==> src/rtl/i2c_burst_control.sv <==
// Register-access sequencer over a byte-level I2C engine; optional NACK retry via I2C_CTRL_RETRY_EN.
// Latency: Go one cycle after acceptance, next Go one cycle after each Trans_Done, RW_Done one cycle after the last.
// Backpressure: one transaction at a time; requests seen while busy are dropped, never queued.
module i2c_burst_control #(
  parameter int ADDR_BYTES_MAX = 2,
  parameter int DATA_BYTES_MAX = 4,
  parameter int RETRY_MAX      = 3
) (
  input  logic                                  Clk,
  input  logic                                  Rst_n,
  input  logic                                  wrreg_req,
  input  logic                                  rdreg_req,
  input  logic [6:0]                            dev_addr,
  input  logic [8*ADDR_BYTES_MAX-1:0]           addr,
  input  logic [$clog2(ADDR_BYTES_MAX+1)-1:0]   addr_bytes,
  input  logic [$clog2(DATA_BYTES_MAX+1)-1:0]   len,
  input  logic [8*DATA_BYTES_MAX-1:0]           wrdata,
  output logic [8*DATA_BYTES_MAX-1:0]           rddata,
  output logic                                  busy,
  output logic                                  RW_Done,
  output logic                                  ack,
  output logic [5:0]                            Cmd,
  output logic                                  Go,
  output logic [7:0]                            Tx_DATA,
  input  logic [7:0]                            Rx_DATA,
  input  logic                                  Trans_Done,
  input  logic                                  ack_o
);

  localparam int AW = $clog2(ADDR_BYTES_MAX + 1);
  localparam int LW = $clog2(DATA_BYTES_MAX + 1);
  localparam int SW = $clog2(ADDR_BYTES_MAX + DATA_BYTES_MAX + 3);
  localparam logic [AW-1:0] AB_MAX  = AW'(ADDR_BYTES_MAX);
  localparam logic [LW-1:0] LEN_MAX = LW'(DATA_BYTES_MAX);

  localparam logic [5:0] CMD_WR   = 6'b000001;
  localparam logic [5:0] CMD_STA  = 6'b000010;
  localparam logic [5:0] CMD_RD   = 6'b000100;
  localparam logic [5:0] CMD_STO  = 6'b001000;
  localparam logic [5:0] CMD_ACK  = 6'b010000;
  localparam logic [5:0] CMD_NACK = 6'b100000;

  if (ADDR_BYTES_MAX < 1 || DATA_BYTES_MAX < 1 || RETRY_MAX < 0) begin : g_param_check
    $error("i2c_burst_control: parameters out of range");
  end

  typedef enum logic [2:0] {IDLE, ISSUE, WAIT, STOP_ISSUE, STOP_WAIT, DONE} state_t;

  typedef struct packed {
    logic                        rd;
    logic [6:0]                  dev;
    logic [AW-1:0]               ab;
    logic [LW-1:0]               len;
    logic [8*ADDR_BYTES_MAX-1:0] addr;
    logic [8*DATA_BYTES_MAX-1:0] wdat;
  } req_t;

  state_t                      state;
  req_t                        req;
  logic [SW-1:0]               step;
  logic [LW-1:0]               byte_cnt;
  logic [8*DATA_BYTES_MAX-1:0] shadow;

  logic [AW-1:0] ab_n;
  logic [LW-1:0] len_n;
  logic [SW-1:0] ab_s, aidx;
  logic [7:0]    addr_byte, data_byte, step_tx;
  logic [5:0]    step_cmd;
  logic          step_rd, step_last, step_data, last_byte, can_retry;

`ifdef I2C_CTRL_RETRY_EN
  localparam int RW = $clog2(RETRY_MAX + 2);
  logic [RW-1:0] retry_cnt;
  assign can_retry = (retry_cnt < RW'(RETRY_MAX));
`else
  assign can_retry = 1'b0;
`endif

  always_comb begin
    ab_n = addr_bytes;
    if (addr_bytes == '0)        ab_n = AW'(1);
    else if (addr_bytes > AB_MAX) ab_n = AB_MAX;
    len_n = len;
    if (len == '0)          len_n = LW'(1);
    else if (len > LEN_MAX) len_n = LEN_MAX;
  end

  // Step map: 0 = device write address, 1..ab = address bytes MSB first,
  // then data (write) or repeated-start device read address followed by reads.
  always_comb begin
    ab_s      = SW'(req.ab);
    aidx      = ab_s - step;
    addr_byte = 8'h00;
    data_byte = 8'h00;
    for (int i = 0; i < ADDR_BYTES_MAX; i++)
      if (aidx == SW'(i)) addr_byte = req.addr[8*i +: 8];
    for (int i = 0; i < DATA_BYTES_MAX; i++)
      if (byte_cnt == LW'(i)) data_byte = req.wdat[8*i +: 8];
    last_byte = (byte_cnt == req.len - LW'(1));
    step_cmd  = CMD_WR;
    step_tx   = 8'h00;
    step_rd   = 1'b0;
    step_last = 1'b0;
    step_data = 1'b0;
    if (step == '0) begin
      step_cmd = CMD_STA | CMD_WR;
      step_tx  = {req.dev, 1'b0};
    end else if (step <= ab_s) begin
      step_tx = addr_byte;
    end else if (!req.rd) begin
      step_data = 1'b1;
      step_tx   = data_byte;
      step_last = last_byte;
      if (last_byte) step_cmd = CMD_WR | CMD_STO;
    end else if (step == ab_s + SW'(1)) begin
      step_cmd = CMD_STA | CMD_WR;
      step_tx  = {req.dev, 1'b1};
    end else begin
      step_data = 1'b1;
      step_rd   = 1'b1;
      step_last = last_byte;
      step_cmd  = last_byte ? (CMD_RD | CMD_NACK | CMD_STO) : (CMD_RD | CMD_ACK);
    end
  end

  always_ff @(posedge Clk or negedge Rst_n) begin
    if (!Rst_n) begin
      state     <= IDLE;
      req       <= '0;
      step      <= '0;
      byte_cnt  <= '0;
      shadow    <= '0;
      rddata    <= '0;
      busy      <= 1'b0;
      RW_Done   <= 1'b0;
      ack       <= 1'b0;
      Cmd       <= '0;
      Go        <= 1'b0;
      Tx_DATA   <= '0;
`ifdef I2C_CTRL_RETRY_EN
      retry_cnt <= '0;
`endif
    end else begin
      Go      <= 1'b0;
      RW_Done <= 1'b0;
      case (state)
        IDLE: if (wrreg_req || rdreg_req) begin
          req       <= '{rd: !wrreg_req, dev: dev_addr, ab: ab_n, len: len_n, addr: addr, wdat: wrdata};
          step      <= '0;
          byte_cnt  <= '0;
          shadow    <= '0;
          ack       <= 1'b0;
          busy      <= 1'b1;
`ifdef I2C_CTRL_RETRY_EN
          retry_cnt <= '0;
`endif
          state     <= ISSUE;
        end
        ISSUE: begin
          Cmd     <= step_cmd;
          Tx_DATA <= step_tx;
          Go      <= 1'b1;
          state   <= WAIT;
        end
        WAIT: if (Trans_Done) begin
          if (!step_rd && ack_o) begin
            ack <= 1'b1;
            // A NACKed byte that already carried STO leaves the bus stopped.
            if (!step_last) begin
              state <= STOP_ISSUE;
            end else if (can_retry) begin
              step     <= '0;
              byte_cnt <= '0;
              shadow   <= '0;
              ack      <= 1'b0;
`ifdef I2C_CTRL_RETRY_EN
              retry_cnt <= retry_cnt + RW'(1);
`endif
              state    <= ISSUE;
            end else begin
              state <= DONE;
            end
          end else begin
            if (step_rd)
              for (int i = 0; i < DATA_BYTES_MAX; i++)
                if (byte_cnt == LW'(i)) shadow[8*i +: 8] <= Rx_DATA;
            if (step_last) begin
              state <= DONE;
            end else begin
              step <= step + SW'(1);
              if (step_data && byte_cnt != LEN_MAX) byte_cnt <= byte_cnt + LW'(1);
              state <= ISSUE;
            end
          end
        end
        STOP_ISSUE: begin
          Cmd   <= CMD_STO;
          Go    <= 1'b1;
          state <= STOP_WAIT;
        end
        STOP_WAIT: if (Trans_Done) begin
          if (can_retry) begin
            step     <= '0;
            byte_cnt <= '0;
            shadow   <= '0;
            ack      <= 1'b0;
`ifdef I2C_CTRL_RETRY_EN
            retry_cnt <= retry_cnt + RW'(1);
`endif
            state    <= ISSUE;
          end else begin
            state <= DONE;
          end
        end
        DONE: begin
          RW_Done <= 1'b1;
          busy    <= 1'b0;
          if (req.rd && !ack) rddata <= shadow;
          state   <= IDLE;
        end
        default: state <= IDLE;
      endcase
    end
  end

endmodule

==> config.mk <==
export PLATFORM = sky130hd
export DESIGN_NAME = i2c_burst_control
export DESIGN_NICKNAME = d
export VERILOG_FILES = /design/src/rtl/i2c_burst_control.sv
export SDC_FILE = /design/constraint.sdc
export NUM_CORES = 1
export LEC_CHECK = 0
export ABC_AREA = 0
export BUFFER_PORTS_ARGS = -buffer_cell sky130_fd_sc_hd__buf_2
export CAP_MARGIN = 20
export CORE_ASPECT_RATIO = 1.2
export CORE_MARGIN = 1
export CORE_UTILIZATION = 50
export CTS_CLUSTER_SIZE = 24
export DETAILED_ROUTE_END_ITERATION = 8
export PLACE_DENSITY_LB_ADDON = 0.3
export SYNTH_ARGS = -nofsm -noshare
export SYNTH_HDL_FRONTEND = slang
export SYNTH_SLANG_ARGS = --single-unit
export TNS_END_PERCENT = 1
==> constraint.sdc <==
create_clock -name Clk -period 2.25 [get_ports Clk]
set_input_delay 0.45 -clock Clk [delete_from_list [all_inputs] [get_ports Clk]]
set_output_delay 0.45 -clock Clk [all_outputs]
set_load 0.02 [all_outputs]
# After elaboration in Yosys (flattened, before gate mapping)
# Cells that the tools add are included.
[totals] reg_bits=153 latchBits=0 ramBits=0 mem_bits_ro=0 out_inout_bits=50 word_cells=147 n_memories=0
[classes] add_sub_neg=5 multipliers=0 div_mod_pow=0 n_lt_le_gt_ge=3 n_eq_ne=24 n_shift=0 muxes=67 bitwise=0 reduce_logical=28
[op_table] cell="32-bit two-way mux" n=4
[op_table] cell="8-bit two-way mux" n=14
[op_table] cell="32-bit one-hot mux with 2 select lines" n=1
[op_table] cell="3-bit two-way mux" n=13
[op_table] cell="6-bit two-way mux" n=5
[op_table] cell="6-bit AND reduction" n=5
[op_table] cell="2-bit inequality test (second input constant)" n=12
[op_table] cell="4-bit two-way mux" n=5
[op_table] cell="1-bit two-way mux" n=17
[op_table] cell="3-bit one-hot mux with 5 select lines" n=1
[op_table] cell="3-bit by 2-bit == test with 1-bit output (second input constant)" n=4
[op_table] cell="6-bit one-hot mux with 2 select lines" n=1
[op_table] cell="3-bit logical NOT" n=3
[op_table] cell="4-bit logical NOT" n=2
[op_table] cell="4-bit one-hot mux with 2 select lines" n=1
[op_table] cell="3-bit by 1-bit == test with 1-bit output (second input constant)" n=2
[op_table] cell="3-bit == test (second input constant)" n=2
[op_table] cell="3-bit one-hot mux with 2 select lines" n=1
[op_table] cell="2-bit AND reduction" n=3
[op_table] cell="2-bit nonzero test" n=3
[op_table] cell="5-bit AND reduction" n=1
[op_table] cell="4-bit by 1-bit adder with 4-bit output (second input constant)" n=1
[op_table] cell="4-bit by 1-bit == test with 1-bit output (second input constant)" n=1
[op_table] cell="4-bit by 3-bit == test with 1-bit output" n=1
[op_table] cell="other kinds (18)" n=24

# Logic depth before layout (Yosys ltp)
[logic_depth] word_depth=12 ltp_mapped=10

# Worst setup path before layout
# No wires, ideal clock.
[synth_path] kind="register -> register" start="reg step[0]" end="reg Tx_DATA[7]" setup_ns=0.082 arrival_ns=2.393 required_time_ns=2.168 path_slack_ns=-0.225 path_stages_with_launch=9 synth_period_minus_slack_ns=2.475 path_cell_list="dfrtp_1 ha_1 inv_1 fa_1 nand2b_1 nor4b_1 a22oi_1 a21o_1 a31oi_1"
[synth_via] elab_chain_cells=6
[synth_rtl] item="start: declaration" line_no="60" source="logic [SW-1:0] step;"
[synth_rtl] item="start signal: assignment" line_no="190" source="step <= step + SW'(1);"
[synth_rtl] item="2-bit by 4-bit subtractor with 4-bit output" line_no="92" source="aidx = ab_s - step;"
[synth_rtl] item="4-bit logical NOT" line_no="96" source="if (aidx == SW'(i)) addr_byte = req.addr[8*i +: 8];"
[synth_rtl] item="8-bit two-way mux (2 in series)" line_no="96"
[synth_rtl] item="8-bit two-way mux" line_no="108" source="end else if (step <= ab_s) begin"
[synth_rtl] item="8-bit two-way mux *" line_no="105" source="if (step == '0) begin"
[synth_rtl] item="end signal: assignment" line_no="161" source="Tx_DATA <= step_tx;"
[synth_rtl] item="end: declaration" line_no="24" source="output logic [7:0] Tx_DATA,"
# Every way passes the cells marked *; elsewhere a longest branch is shown, timed or not.
# A chain may end at the register's enable or synchronous reset.

# Worst setup path after layout
[layout_path] start="reg req, in the netlist ab_s[0]" end="reg step[2]"
[layout_via] elab_chain_cells=10
[layout_rtl] item="start: declaration" line_no="59" source="req_t req;"
[layout_rtl] item="start signal: assignment" line_no="148" source="req <= '{rd: !wrreg_req, dev: dev_addr, ab: ab_n, len: len_n, addr: addr, wdat: wrdata};"
[layout_rtl] item="2-bit by 1-bit adder with 3-bit output" line_no="115" source="end else if (step == ab_s + SW'(1)) begin"
[layout_rtl] item="4-bit by 3-bit == test with 1-bit output" line_no="115"
[layout_rtl] item="1-bit two-way mux" line_no="115"
[layout_rtl] item="1-bit two-way mux" line_no="110" source="end else if (!req.rd) begin"
[layout_rtl] item="1-bit two-way mux" line_no="108"
[layout_rtl] item="1-bit two-way mux" line_no="105"
[layout_rtl] item="1-bit logical NOT" line_no="166" source="if (!step_rd && ack_o) begin"
[layout_rtl] item="1-bit logical AND" line_no="166"
[layout_rtl] item="2-bit inequality test (no source line)"
[layout_rtl] item="5-bit AND reduction (no source line) *"
# Marked as above.

==> results_dict.tcl <==
set metrics [dict create \
    drive_above_1_share_pct 33.0 \
    critPathLaunch "ab_s[0]$_DFFE_PN0P_" \
    core_mm2 0.0128 \
    worstSkewPairLatency_ns 0.41 \
    r2r_slack_ns -0.09 \
    grt_start_max_net_pins 56 \
    grt.total_usage_pct 24.3 \
    hold_path.class "input pin to register" \
    tightest_slew_ns 0.512 \
    gp_congestion 0.879 \
    path_clk_slew_ns 0.06 \
    die-area_mm2 0.0138 \
    synth_seq_cells 153 \
    via_count 5294 \
    hpwl_mm 10.9 \
    ys_types 50 \
    clockBufferDepth 2 \
    ant_nets 0 \
    yosys_warnings 0 \
    first_pass_iters 5 \
    diodes 0 \
    cpMaxStageDelayCell "dfrtp_1" \
    seq_area_mm2 0.00383 \
    drv_cap 0 \
    io_buffers 122 \
    status "complete, but fails checks" \
    synth-seq-area-share_pct 57.4 \
    syn_to_final_growth_pct 26.7 \
    cp-endpoint "step[2]$_DFFE_PN0P_" \
    fin_cells 971 \
    drtIter0Drc 280 \
    power.density_mw_per_mm2 1270 \
    maxSlewViolCount 0 \
    dp.cells 937 \
    clock_skew_ns 0.00791 \
    postLayoutCellArea_mm2 0.00845 \
    critPathLaunchType "register" \
    synth_top_area_share_pct 57.4 \
    layout_min_cycle_time_ns 2.34 \
    place_area_mm2 0.00771 \
    nets 880 \
    start_util_pct 51.9 \
    path_cells "inv_1 > ha_1 > inv_2 > fa_2 > a211o_1 > buf_4 > nand2_1 > a21oi_2 > o31ai_2 > buf_4 > o21ai_0 > a21oi_1" \
    r2r_start "ab_s[0]$_DFFE_PN0P_" \
    drc 0 \
    violations "negative setup slack" \
    worstPathMaxFanout 4 \
    grt_pass1_wl_mm 25.6 \
    ioPinCount 124 \
    final_util_pct 65.8 \
    synth_edf_count 0 \
    worst_setup_path_end_kind "register" \
    hold_violations 0 \
    reg2reg_to "step[2]$_DFFE_PN0P_" \
    rows 45 \
    setup_viol 29 \
    critPathBufInv 4 \
    rsz0062_at_grt "true" \
    p_leak_nw 4.37 \
    fin_setup_tns_ns -0.960 \
    ys.flop_type "dfrtp_1" \
    slew_headroom_pct 65.9 \
    avgRoutedWirePerCell_um 16.1 \
    cts_buffers 17 \
    crit_required_ns 2.58 \
    multi_input_area_mm2 0.00279 \
    whs_ns 0.214 \
    vias_per_cell 5.45 \
    synth_area_leaders "dfrtp_1 57%, nand2_1 12%, mux2_2 6.9%, a22o_1 4.6%, ha_1 2.1%" \
    fp.dieH_um 129 \
    ys_async_sr_fraction_pct 100 \
    die_w_um 107 \
    fmax_ghz 0.428 \
    r2r_cells 12 \
    yosys-top-cells-count "211 x nand2_1, 153 x dfrtp_1, 41 x mux2_2, 35 x a22o_1, 20 x nor2_1" \
    worstSetupPathType "register to register" \
    worst_ep_arrival_time_ns 2.67 \
    worst_slack_ns -0.0886 \
    synth_most_common_cell "nand2_1" \
    synth_nets 732 \
    nFillCells 1017 \
    place_ws_ns -0.172 \
    crit_family "compound AO/OA/AOI/OAI gates" \
    path_common_cell "buf_4" \
    syn_inst 646 \
    grt_pass1_vias 5317 \
    cp.depth 12 \
    antenna_found_initial 0 \
    tritoncts "yes" \
    cts.sinks 153 \
    routed_wirelength_mm 15.7 \
    synth_area_leader_cell "dfrtp_1" \
    syn_area_mm2 0.00667 \
    total_power_mw 10.7 \
    clock-root-buffer "clkbuf_16" \
    syn_avg_cell_area_um2 10.3 \
    grt-ovfl-total 0 \
    cts_max_level 4 \
    max_stage_delay_ns 0.37 \
    fin_crit_sh_pct 104 \
    peakVddDrop_mv 0.882 \
]
## repair_timing
| action | CTS | global route |
|---|---|---|
| hold buffers | 1 | 0 |
| endpoints found under the setup margin | 47 | 52 |
| setup buffers | 1 | 0 |
| pin swaps | 10 | 5 |
| resized for setup | 16 | 11 |
| endpoints found under the hold margin | 6 | 0 |
| cloned | 0 | 0 |
## kinds of logic (layout without fill, tap and decap cells)
logic type	after synthesis	count (layout)	synth area share (%)
AO/OA/AOI/OAI	116	116	12.8
XOR/XNOR	5	5	0.863
adder cells (fa/ha/maj)	12	12	2.36
buffers and inverters	48	209	2.95
flip-flops	153	153	57.4
multiplexers	42	42	7.07
AND/OR/NAND/NOR	270	270	16.6
## worst min path at each step
stage | depth (start not counted) | from | slack, ns | to
after global routing | 2 | addr_bytes[1] | 0.21 | ab_s[0]$_DFFE_PN0P_
after detailed placement | 1 | Rst_n | 0.44 | rddata[8]$_DFFE_PN0P_
final | 2 | addr_bytes[1] | 0.21 | ab_s[0]$_DFFE_PN0P_
after floorplan | 0 | Rst_n | 0.15 | Cmd[0]$_DFFE_PN0P_
after CTS | 2 | addr_bytes[1] | 0.20 | ab_s[0]$_DFFE_PN0P_
after global placement | 1 | Rst_n | 0.43 | rddata[13]$_DFFE_PN0P_
## report_power, final
group          internal (mW)  switching (mW)
clock network           1.73            1.14
logic                   1.57            2.33
registers               3.47           0.461
## per-layer routing
| metal | up-vias | part of all wire (%) | global-route usage, % |
|---|---|---|---|
| li1 | 2495 | - | - |
| met1 | 2555 | 43 | 30.7 |
| met2 | 201 | 49 | 39.7 |
| met3 | 43 | 4.9 | 4.81 |
| met4 | 0 | 3.6 | 12.5 |
| met5 | - | 0 | 0 |
## cells in the final DEF (no fill, tap or decap), types with 3 or more instances in the layout
cell	Yosys	routed
nand2_1	211	210
ha_1	11	11
a22oi_1	14	13
nor3_2	0	5
clkinv_4	0	4
a21oi_2	1	3
inv_1	17	16
buf_12	0	4
a31oi_1	9	8
o21ai_0	17	17
a21oi_1	13	10
a22o_1	35	35
o21ai_2	0	4
mux2_2	41	41
nand3_1	4	4
a21o_1	9	9
buf_4	2	33
dfrtp_1	153	153
nor2b_1	4	3
nor2_1	20	20
clkbuf_8	0	3
buf_2	6	121
and3_4	0	3
nand2b_1	7	7
clkinvlp_4	0	3
clkbuf_16	0	17
## final cells by class
type	instances	area share, %
flip-flops and latches	153	45.3
well taps	164	2.43
clock buffers	20	5.53
multi-input cells	445	33.0
repair buffers	160	11.3
clock inverters	12	1.66
inverters	17	0.755
## registers in the layout, indices dropped and copies added, names as in the netlist
name and cells:
Cmd 6, Go 1, RW_Done 1, Tx_DATA 8, ab_s 2, ack 1, busy 1, byte_cnt 3
rddata 32, req 59, shadow 32, state 3, step 4
Note: power is estimated with default switching activity, not from simulation.
